File: src/rtl/mult_div_unit_if.sv
// Start/Busy/Done bundle between the control unit
// and the multicycle multiply/divide unit.
interface mult_div_unit_if #(
   parameter int WIDTH = 32
);
   logic             Start;
   logic [1:0]       Op;
   logic [WIDTH-1:0] A;
   logic [WIDTH-1:0] B;
   logic             Busy;
   logic             Done;
   logic             DivZero;
   logic [WIDTH-1:0] Hi;
   logic [WIDTH-1:0] Lo;

   modport master (
      output Start, Op, A, B,
      input  Busy, Done, DivZero, Hi, Lo
   );

   modport slave (
      input  Start, Op, A, B,
      output Busy, Done, DivZero, Hi, Lo
   );
endinterface

File: src/rtl/mult_div_unit.sv
// Multicycle shift-add multiplier and restoring divider
// working on magnitudes, with a final sign-fix cycle.
module mult_div_unit #(
   parameter int WIDTH = 32
) (
   input logic              Clk,
   input logic              Reset,
   mult_div_unit_if.slave   bus
);
   localparam int CW = $clog2(WIDTH) + 1;
   localparam logic [CW-1:0] LAST = CW'(WIDTH - 1);

   typedef enum logic [1:0] {
      IDLE,
      RUN,
      FIX
   } stateT;

   stateT              state;
   logic [CW-1:0]      count;
   logic               isDiv;
   logic               isSigned;
   logic               negA;
   logic               negB;
   logic               zeroPend;
   logic [2*WIDTH-1:0] acc;
   logic [WIDTH:0]     rem;
   logic [WIDTH-1:0]   opX;
   logic [WIDTH-1:0]   opY;
   logic [WIDTH-1:0]   hiReg;
   logic [WIDTH-1:0]   loReg;
   logic               busyReg;
   logic               doneReg;
   logic               divZeroReg;

   logic               inSigned;
   logic [WIDTH-1:0]   magA;
   logic [WIDTH-1:0]   magB;
   logic [WIDTH:0]     mulSum;
   logic [2*WIDTH-1:0] mulNext;
   logic [WIDTH:0]     divShift;
   logic [WIDTH+1:0]   divDiff;
   logic               divNeg;
   logic [2*WIDTH-1:0] prod;
   logic [WIDTH-1:0]   quo;
   logic [WIDTH-1:0]   remOut;

   assign bus.Busy    = busyReg;
   assign bus.Done    = doneReg;
   assign bus.DivZero = divZeroReg;
   assign bus.Hi      = hiReg;
   assign bus.Lo      = loReg;

   // Operand magnitudes, one iteration of each algorithm, and sign fix.
   always_comb begin
      inSigned = ~bus.Op[0];
      magA     = bus.A;
      magB     = bus.B;
      if (inSigned && bus.A[WIDTH-1]) magA = -bus.A;
      if (inSigned && bus.B[WIDTH-1]) magB = -bus.B;

      mulSum  = {1'b0, acc[2*WIDTH-1:WIDTH]}
              + {1'b0, (opX[0] ? opY : '0)};
      mulNext = {mulSum, acc[WIDTH-1:1]};

      divShift = {rem[WIDTH-1:0], opX[WIDTH-1]};
      divDiff  = {1'b0, divShift} - {2'b00, opY};
      divNeg   = divDiff[WIDTH+1];

      prod   = acc;
      quo    = opX;
      remOut = rem[WIDTH-1:0];
      if (isSigned && (negA ^ negB)) begin
         prod = -acc;
         quo  = -opX;
      end
      if (isSigned && negA) remOut = -rem[WIDTH-1:0];
   end

   // Control FSM with registered handshake and result outputs.
   always_ff @(posedge Clk) begin
      if (Reset) begin
         state      <= IDLE;
         count      <= '0;
         isDiv      <= 1'b0;
         isSigned   <= 1'b0;
         negA       <= 1'b0;
         negB       <= 1'b0;
         zeroPend   <= 1'b0;
         acc        <= '0;
         rem        <= '0;
         opX        <= '0;
         opY        <= '0;
         hiReg      <= '0;
         loReg      <= '0;
         busyReg    <= 1'b0;
         doneReg    <= 1'b0;
         divZeroReg <= 1'b0;
      end else begin
         doneReg    <= 1'b0;
         divZeroReg <= 1'b0;
         unique case (state)
            IDLE: begin
               if (zeroPend) begin
                  doneReg    <= 1'b1;
                  divZeroReg <= 1'b1;
                  zeroPend   <= 1'b0;
               end
               if (bus.Start) begin
                  if (bus.Op[1] && (bus.B == '0)) begin
                     zeroPend <= 1'b1;
                  end else begin
                     state    <= RUN;
                     busyReg  <= 1'b1;
                     count    <= '0;
                     isDiv    <= bus.Op[1];
                     isSigned <= inSigned;
                     negA     <= inSigned & bus.A[WIDTH-1];
                     negB     <= inSigned & bus.B[WIDTH-1];
                     acc      <= '0;
                     rem      <= '0;
                     // opX shifts (multiplier / dividend->quotient),
                     // opY stays put (multiplicand / divisor).
                     opX      <= bus.Op[1] ? magA : magB;
                     opY      <= bus.Op[1] ? magB : magA;
                  end
               end
            end
            RUN: begin
               count <= count + 1'b1;
               if (isDiv) begin
                  rem <= divNeg ? divShift : divDiff[WIDTH:0];
                  opX <= {opX[WIDTH-2:0], ~divNeg};
               end else begin
                  acc <= mulNext;
                  opX <= opX >> 1;
               end
               if (count == LAST) state <= FIX;
            end
            FIX: begin
               if (isDiv) begin
                  hiReg <= remOut;
                  loReg <= quo;
               end else begin
                  hiReg <= prod[2*WIDTH-1:WIDTH];
                  loReg <= prod[WIDTH-1:0];
               end
               doneReg <= 1'b1;
               busyReg <= 1'b0;
               state   <= IDLE;
            end
            default: state <= IDLE;
         endcase
      end
   end
endmodule

File: src/flat_wrapper.sv
// flat-port wrapper written by rule: the top's interface ports become plain ports
module mult_div_unit_flat 
#(
   parameter int WIDTH = 32
)
  (Clk, Reset, bus_Start, bus_Op, bus_A, bus_B, bus_Busy, bus_Done, bus_DivZero, bus_Hi, bus_Lo);
  mult_div_unit_if #(.WIDTH(WIDTH)) bus_i ();
  input logic Clk;
  input logic Reset;
  input wire logic [$bits(bus_i.Start)-1:0] bus_Start;
  input wire logic [$bits(bus_i.Op)-1:0] bus_Op;
  input wire logic [$bits(bus_i.A)-1:0] bus_A;
  input wire logic [$bits(bus_i.B)-1:0] bus_B;
  output wire logic [$bits(bus_i.Busy)-1:0] bus_Busy;
  output wire logic [$bits(bus_i.Done)-1:0] bus_Done;
  output wire logic [$bits(bus_i.DivZero)-1:0] bus_DivZero;
  output wire logic [$bits(bus_i.Hi)-1:0] bus_Hi;
  output wire logic [$bits(bus_i.Lo)-1:0] bus_Lo;
  assign bus_i.Start = bus_Start;
  assign bus_i.Op = bus_Op;
  assign bus_i.A = bus_A;
  assign bus_i.B = bus_B;
  assign bus_Busy = bus_i.Busy;
  assign bus_Done = bus_i.Done;
  assign bus_DivZero = bus_i.DivZero;
  assign bus_Hi = bus_i.Hi;
  assign bus_Lo = bus_i.Lo;
  mult_div_unit #(.WIDTH(WIDTH)) u_core (.Clk(Clk), .Reset(Reset), .bus(bus_i));
endmodule
File: config.mk
export PLATFORM = sky130hd
export DESIGN_NAME = mult_div_unit_flat
export DESIGN_NICKNAME = d
export VERILOG_FILES = /design/src/rtl/mult_div_unit_if.sv /design/src/rtl/mult_div_unit.sv /design/src/flat_wrapper.sv
export SDC_FILE = /design/constraint.sdc
export NUM_CORES = 1
export LEC_CHECK = 0
export BUFFER_PORTS_ARGS = -buffer_cell sky130_fd_sc_hd__buf_4
export CAP_MARGIN = 20
export CORE_MARGIN = 2
export CORE_UTILIZATION = 40
export CTS_CLUSTER_DIAMETER = 30
export DETAILED_ROUTE_END_ITERATION = 8
export PLACE_DENSITY = 0.66
export SLEW_MARGIN = 10
export SYNTH_ARGS = -nofsm -noshare
export SYNTH_HDL_FRONTEND = slang
export SYNTH_SLANG_ARGS = --single-unit
File: constraint.sdc
create_clock -name Clk -period 5.8 [get_ports Clk]
set_input_delay 0.58 -clock Clk [delete_from_list [all_inputs] [get_ports Clk]]
set_output_delay 0.58 -clock Clk [all_outputs]
set_load 0.03 [all_outputs]
==> results of run 1 <==
==> per-stage QoR <==
stage | std cells | power, uW | util (%) | cell area, sq um | setup slack [ns]
floorplan | 2433 | 2350 | - | 17800 | 2.53
global placement | 3020 | 2620 | 43.4 | 19100 | 1.57
detailed placement | 3022 | 2640 | 43.4 | 19100 | 1.58
CTS | 3121 | 5690 | 47.6 | 21000 | 1.77
global route | 3122 | 5870 | 47.6 | 21000 | 1.46
finish | 3122 | 5670 | 47.6 | 21000 | 1.66
==> area by class of cell <==
| cell class | count | area, sq um | area share [%] |
|---|---|---|---|
| Multi-Input combinational cell | 1955 | 12100 | 57.7 |
| Clock buffer | 67 | 1430 | 6.81 |
| Tap cell | 592 | 741 | 3.53 |
| Sequential cell | 240 | 4810 | 22.9 |
| Timing Repair Buffer | 156 | 1190 | 5.70 |
| Inverter | 80 | 300 | 1.43 |
| Clock inverter | 32 | 407 | 1.94 |
==> cell usage after synthesis, types with 5 or more instances <==
master and number:
nor3_1 61, xnor2_1 126, buf_1 11, nand2_1 323, o211ai_1 76, nor2_1 227, nor4_1 23, nor3b_1 6
nand4_1 15, xor2_1 102, clkbuf_1 143, o31ai_1 26, inv_1 79, mux2i_1 52, a211oi_1 46, a32oi_1 8
or2_2 5, o21a_1 9, a21oi_1 283, nand2b_1 16, o22ai_1 8, a311oi_1 9, nand3b_1 10, dfxtp_1 240
or3_1 20, and3_1 13, a2111oi_0 5, o31a_1 6, and2_1 16, a31oi_1 28, o41ai_1 13, nor2b_1 16
ha_1 70, o21ai_0 142, a21o_1 35, or4_1 16, o21bai_1 11, nand3_1 61
==> path summary, 6_finish.rpt <==
| kind | from | to | slack (ns) | cells after the start |
|---|---|---|---|---|
| worst max-delay path | u_core.opX[0] | u_core.acc[63] | 1.66 | 13 |
| worst min-delay path | bus_Start | u_core.zeroPend | 0.29 | 3 |
| worst min register to register | u_core.opY[15] | u_core.opY[15] | 0.45 | 2 |
| worst max register to register | u_core.opX[0] | u_core.acc[63] | 1.66 | 13 |
==> routing by layer <==
layer	routed length [microns]	global-route usage, %	share of wire (%)
met5	0	0	0
met4	2740	11.5	4.5
met3	4520	3.88	7.4
met2	26200	38.6	43
met1	27600	36.0	45
==> cell families after synthesis <==
group / synth area share, %
buffers and inverters: 5.09
AND/OR/NAND/NOR: 22.1
AO/OA/AOI/OAI: 26.1
XOR/XNOR: 11.2
adder cells (fa/ha/maj): 5.16
flip-flops: 27.1
multiplexers: 3.25
==> sequential cells by signal, summed over array words and instances (netlist names), 2 cells and up <==
register / count
u_core.count: 6
u_core.rem: 32
u_core.bus.Hi: 32
u_core.bus.Lo: 32
u_core.state: 2
u_core.acc: 64
u_core.opY: 32
u_core.opX: 32
==> worst reg2reg max path, delay by kind of cell (launching register included) <==
kind,cells,cell delay (ns)
AOI/OAI and AO/OA,8,2.71
adders and majority gates,1,0.36
buffers and inverters,2,0.42
DFF,1,0.34
and+or+nand+nor,2,0.17
==> report_power, final <==
| part | internal (uW) | total (uW) | switching, uW |
|---|---|---|---|
| Combinational | 294 | 852 | 558 |
| Sequential | 1700 | 1780 | 75.9 |
| Clock | 2020 | 3040 | 1020 |
==> impl_metrics.env, run 1 <==
export IMPL_start_util_pct=40.3
export IMPL_die_area_sq_um=46100
export IMPL_cts_sinks=240
export IMPL_synth_cell_types=78
export IMPL_cp_required_ns=6.25
export IMPL_drive_gt1_share_pct=11.1
export IMPL_cp_start_kind="flop"
export IMPL_cts_hold_buf=0
export IMPL_rsz0062_at_grt="no"
export IMPL_nNetsFinal=2627
export IMPL_max_stage_delay_ns=0.87
export IMPL_finalSetupTns_ns=0
export IMPL_cap_violations=0
export IMPL_final_cell_mix="nand2_1 (322), a21oi_1 (282), dfxtp_1 (239)"
export IMPL_die_x_microns=215
export IMPL_synth_top_area_share_pct=27.1
export IMPL_ys_ff_latch=240
export IMPL_powerDensity_nw_per_um2=270
export IMPL_postSynth_asyncResetShare_pct=0
export IMPL_syn_area_per_cell_sq_um=7.30
export IMPL_drc_errors=0
export IMPL_clk_pin_slew_ns=0.05
export IMPL_hold_viol=0
export IMPL_relSlewSlack_pct=28.3
export IMPL_ios=136
export IMPL_clk_latency_ns=0.59
export IMPL_io_buffers=135
export IMPL_areaGrowthSynthToFinish_pct=18.2
export IMPL_cp_top_family="compound AO/OA/AOI/OAI gates"
export IMPL_end_kind="flop"
export IMPL_cp_max_fo=29
export IMPL_cts_tree="built"
export IMPL_cts_buffers=53
export IMPL_syn_area_sq_um=17800
export IMPL_cp_arrival_ns=4.59
export IMPL_hold_path_class="input port to flop"
export IMPL_track_usage_pct=25.6
export IMPL_holdWs_ns=0.294
export IMPL_ant_nets=0
export IMPL_outcome="finished, final reports clean"
export IMPL_post_cts_resized=0
export IMPL_grt_max_degree=109
export IMPL_final_common_cell="nand2_1"
export IMPL_grt_ovfl_total=0
export IMPL_diodes=0
export IMPL_grt_pass1_vias=16800
export IMPL_cts_root_buf="clkbuf_16"
export IMPL_hpwlAfterDp_microns=46100
export IMPL_drtIter0Drc=1713
export IMPL_syn_inst=2433
export IMPL_antenna_found_initial=0
export IMPL_post_cts_buffers=0
export IMPL_synth_area_top_cells="dfxtp_1 (27%), a21oi_1 (8.0%), nand2_1 (6.8%), xnor2_1 (6.2%), xor2_1 (5.0%)"
export IMPL_ys_seq_area_share_pct=27.1
export IMPL_core_area_sq_um=44000
export IMPL_std_cell_rows=77
export IMPL_num_vias=18300
export IMPL_crit_chain="inv_1 -> buf_4 -> nor2_1 -> ha_1 -> a21o_1 -> a21oi_1 -> o21ai_0 -> a311oi_1 -> o211ai_1 -> a311oi_1 -> nor3_1 -> a2111oi_0 -> o21ai_0"
export IMPL_cp_num_buf_inv=2
export IMPL_fin_worst_skew_ns=0.0261
export IMPL_peakVddDrop_uv=190
export IMPL_worst_slew_pin_slew_ns=1.07
export IMPL_synth_main_ff_cell="dfxtp_1"
export IMPL_gp_congestion=1.00
export IMPL_htree_levels=2
export IMPL_wire_per_inst_microns=19.5
export IMPL_period_minus_slack_ns=4.14
export IMPL_crit_slowest_cell="a311oi_1"
export IMPL_fmax_mhz=241
export IMPL_viasPerCell=5.88
export IMPL_fin_crit_sh_pct=71.4
export IMPL_synth_nets=2574
export IMPL_setup_viol=0
export IMPL_dr_pass1_iters=6
export IMPL_clock_path_buffers=3
export IMPL_yosysTopAreaCell="dfxtp_1"
export IMPL_synth_edff_count=0
export IMPL_drt_total_wl_microns=61000
export IMPL_crit_type="flop to flop"
export IMPL_p_leak_uw=0.00810
export IMPL_grt_pass1_wl_microns=95100
export IMPL_drv_slew=0
export IMPL_dieHeight_microns=215
export IMPL_nFillCells=4363
export IMPL_yosys_warnings=0
No activity file was read; power rests on OpenSTA's default activity.
==> inputs of run 2 (changes only) <==
- ABC_AREA: unset -> 1
- PLACE_DENSITY: 0.66 -> 0.68
- clock period: 5.8 -> 3.36 ns (I/O delays scaled with it)
==> run 2 against run 1 <==
Against the previous run:
- register-to-register slack worse by 1.1 ns
- combinational power grew to 2.5 times the previous value
- cell area is 22% higher
- wire length is 42% higher
- clock skew is 0.012 ns lower
- largest cell class unchanged
- first-iteration DRC count is 61% higher
- sequential share of layout area is 4.1 points lower
- cell count is 48% higher
- synthesized cell count is 53% higher
- core utilization is 0.89 points higher
- via count is 39% higher
==> impl_metrics.env, run 2 <==
export IMPL_outcome="finished, final reports clean"
export IMPL_syn_area_sq_um=21300
export IMPL_post_cts_buffers=0
export IMPL_gp_congestion=1.04
export IMPL_antenna_found_initial=2
export IMPL_track_usage_pct=31.0
export IMPL_crit_type="flop to flop"
export IMPL_p_total_uw=12600
export IMPL_ys_ff_latch=240
export IMPL_cts_buffers=73
export IMPL_postSynth_asyncResetShare_pct=0
export IMPL_switchingPower_uw=3910
export IMPL_io_buffers=135
export IMPL_synth_cell_types=54
export IMPL_dr_pass1_iters=7
export IMPL_cp_max_fo=24
export IMPL_drc_errors=0
export IMPL_grt_pass1_wl_microns=132000
export IMPL_cp_start_kind="flop"
export IMPL_yosys_top_cells_count="nand2_1 (1090), inv_1 (467), nor2_1 (435)"
export IMPL_critPathLaunch="u_core.opX[0]"
export IMPL_synth_most_common_cell="nand2_1"
export IMPL_end_kind="flop"
export IMPL_die_x_microns=235
export IMPL_synth_edff_count=0
export IMPL_post_cts_resized=0
export IMPL_reg2reg_from="u_core.opX[0]"
export IMPL_core_area_sq_um=52600
export IMPL_die_area_sq_um=55000
export IMPL_fin_crit_sh_pct=82.3
export IMPL_worst_slew_pin_slew_ns=0.957
export IMPL_hold_path_class="input port to flop"
export IMPL_p_int_uw=8730
export IMPL_min_from="bus_A[0]"
export IMPL_cap_violations=0
export IMPL_relSlewSlack_pct=36.2
export IMPL_yosys_warnings=0
export IMPL_synth_main_ff_cell="dfxtp_1"
export IMPL_finalSetupTns_ns=0
export IMPL_grt_max_degree=72
export IMPL_diodes=0
export IMPL_syn_inst=3734
export IMPL_drt_total_wl_microns=86700
export IMPL_drive_gt1_share_pct=10.3
export IMPL_cts_hold_buf=4
export IMPL_peakVddDrop_uv=423
export IMPL_cp_arrival_ns=3.21
export IMPL_synth_top_area_share_pct=22.6
export IMPL_period_minus_slack_ns=2.76
export IMPL_synth_nets=3875
export IMPL_p_leak_uw=0.0128
export IMPL_clock_path_buffers=3
export IMPL_final_cell_mix="nand2_1 (1090), inv_1 (467), nor2_1 (434)"
export IMPL_fin_worst_skew_ns=0.0145
export IMPL_cp_required_ns=3.80
export IMPL_largest_reg_flops=64
export IMPL_grt_ovfl_total=0
export IMPL_nNetsFinal=3999
export IMPL_fmax_mhz=362
export IMPL_clk_latency_ns=0.61
export IMPL_rsz0062_at_grt="no"
export IMPL_cts_sinks=240
export IMPL_yosysTopAreaCell="dfxtp_1"
export IMPL_num_vias=25500
export IMPL_ant_nets=0
export IMPL_setup_viol=0
export IMPL_synth_area_top_cells="dfxtp_1 (23%), nand2_1 (19%), nand3_1 (9.4%), inv_1 (8.2%), nor2_1 (7.7%)"
export IMPL_ios=136
export IMPL_cts_tree="built"
export IMPL_ys_seq_area_share_pct=22.6
export IMPL_viasPerCell=5.53
export IMPL_cts_root_buf="clkbuf_16"
export IMPL_final_common_cell="nand2_1"
export IMPL_syn_area_per_cell_sq_um=5.69
export IMPL_powerDensity_nw_per_um2=496
export IMPL_switching_share_pct=30.9
export IMPL_seq_power_share_pct=24.3
export IMPL_drv_slew=0
export IMPL_drtIter0Drc=2752
export IMPL_grt_pass1_vias=23200
export IMPL_start_util_pct=40.5
export IMPL_hpwlAfterDp_microns=67700
export IMPL_std_cell_rows=84
export IMPL_power_share_clock_pct=58.7
export IMPL_hold_viol=0
export IMPL_p_comb_share_pct=17.0
export IMPL_clk_pin_slew_ns=0.04
export IMPL_wire_per_inst_microns=18.8
export IMPL_dieHeight_microns=235
export IMPL_largest_register="u_core.acc"
export IMPL_htree_levels=3
export IMPL_areaGrowthSynthToFinish_pct=20.0
==> run 2: area by class of cell <==
class,instances,area (sq um)
well taps,688,861
clock inverters,49,683
inverters,478,1790
repair buffers,182,1410
multi-input cells,2883,14000
flip-flops and latches,240,4810
clock buffers,85,1970
fillers,5600,27000
==> run 2: worst paths after layout <==
| kind | endpoint | slack, ns | cells after the start |
|---|---|---|---|
| setup / recovery | u_core.acc[61] | 0.60 | 16 |
| hold / removal | u_core.opY[0] | 0.02 | 3 |
| setup reg to reg | u_core.acc[61] | 0.60 | 16 |
| hold reg to reg | u_core.bus.Hi[0] | 0.48 | 2 |
==> run 2: power by group through the flow <==
| stage | clock, uW | combinational, uW | sequential (uW) |
|---|---|---|---|
| 4_1_cts | 7460 | 2090 | 3060 |
| 2_1_floorplan | 0 | 1450 | 3060 |
| 5_1_grt | 7630 | 2350 | 3070 |
| 3_5_place_dp | 0 | 2080 | 3110 |
| 3_3_place_gp | 0 | 2080 | 3110 |
| 6_report | 7430 | 2150 | 3070 |
==> run 2: cell families (layout without fill, tap and decap cells) <==
group,count (synthesis),after routing,synth area share [%]
and+or+nand+nor,2112,2112,42.2
AOI/OAI and AO/OA,649,649,17.2
buffers and inverters,611,794,11.7
DFF,240,240,22.6
adders and majority gates,72,72,4.31
xor gates and xnor gates,50,50,2.06
==> run 2: layer usage <==
layer | global-route usage [%] | vias up | wire length, microns
li1 | - | 12400 | -
met1 | 41.0 | 11600 | 37000
met2 | 48.0 | 1217 | 37500
met3 | 5.63 | 224 | 7560
met4 | 16.3 | 4 | 4620
met5 | 0 | - | 27
==> run 2: critical path: stages (launching register included) <==
cell	delay, ns
dfxtp_1	0.32
buf_4	0.24
nand2_1	0.08
inv_1	0.06
ha_1	0.20
inv_1	0.07
fa_1	0.40
o21ai_0	0.40
nand2_1	0.13
nand2_1	0.13
nand3_1	0.08
nand2_1	0.15
nand2_1	0.09
nand2_1	0.07
nand2_1	0.05
nand3_1	0.06
a21oi_1	0.08
==> run 2: per-stage QoR <==
step / area, sq um / hold WS, ns / utilization [%] / setup WS (ns) / cells
global placement: 22800 / 0.467 / 43.4 / 0.689 / 4467
global route: 25500 / 0.0338 / 48.5 / 0.329 / 4605
finish: 25500 / 0.0154 / 48.5 / 0.595 / 4605
CTS: 25500 / 0.00199 / 48.5 / 0.630 / 4605
detailed placement: 22800 / 0.465 / 43.4 / 0.626 / 4467
floorplan: 21300 / 0.442 / - / 0.860 / 3734
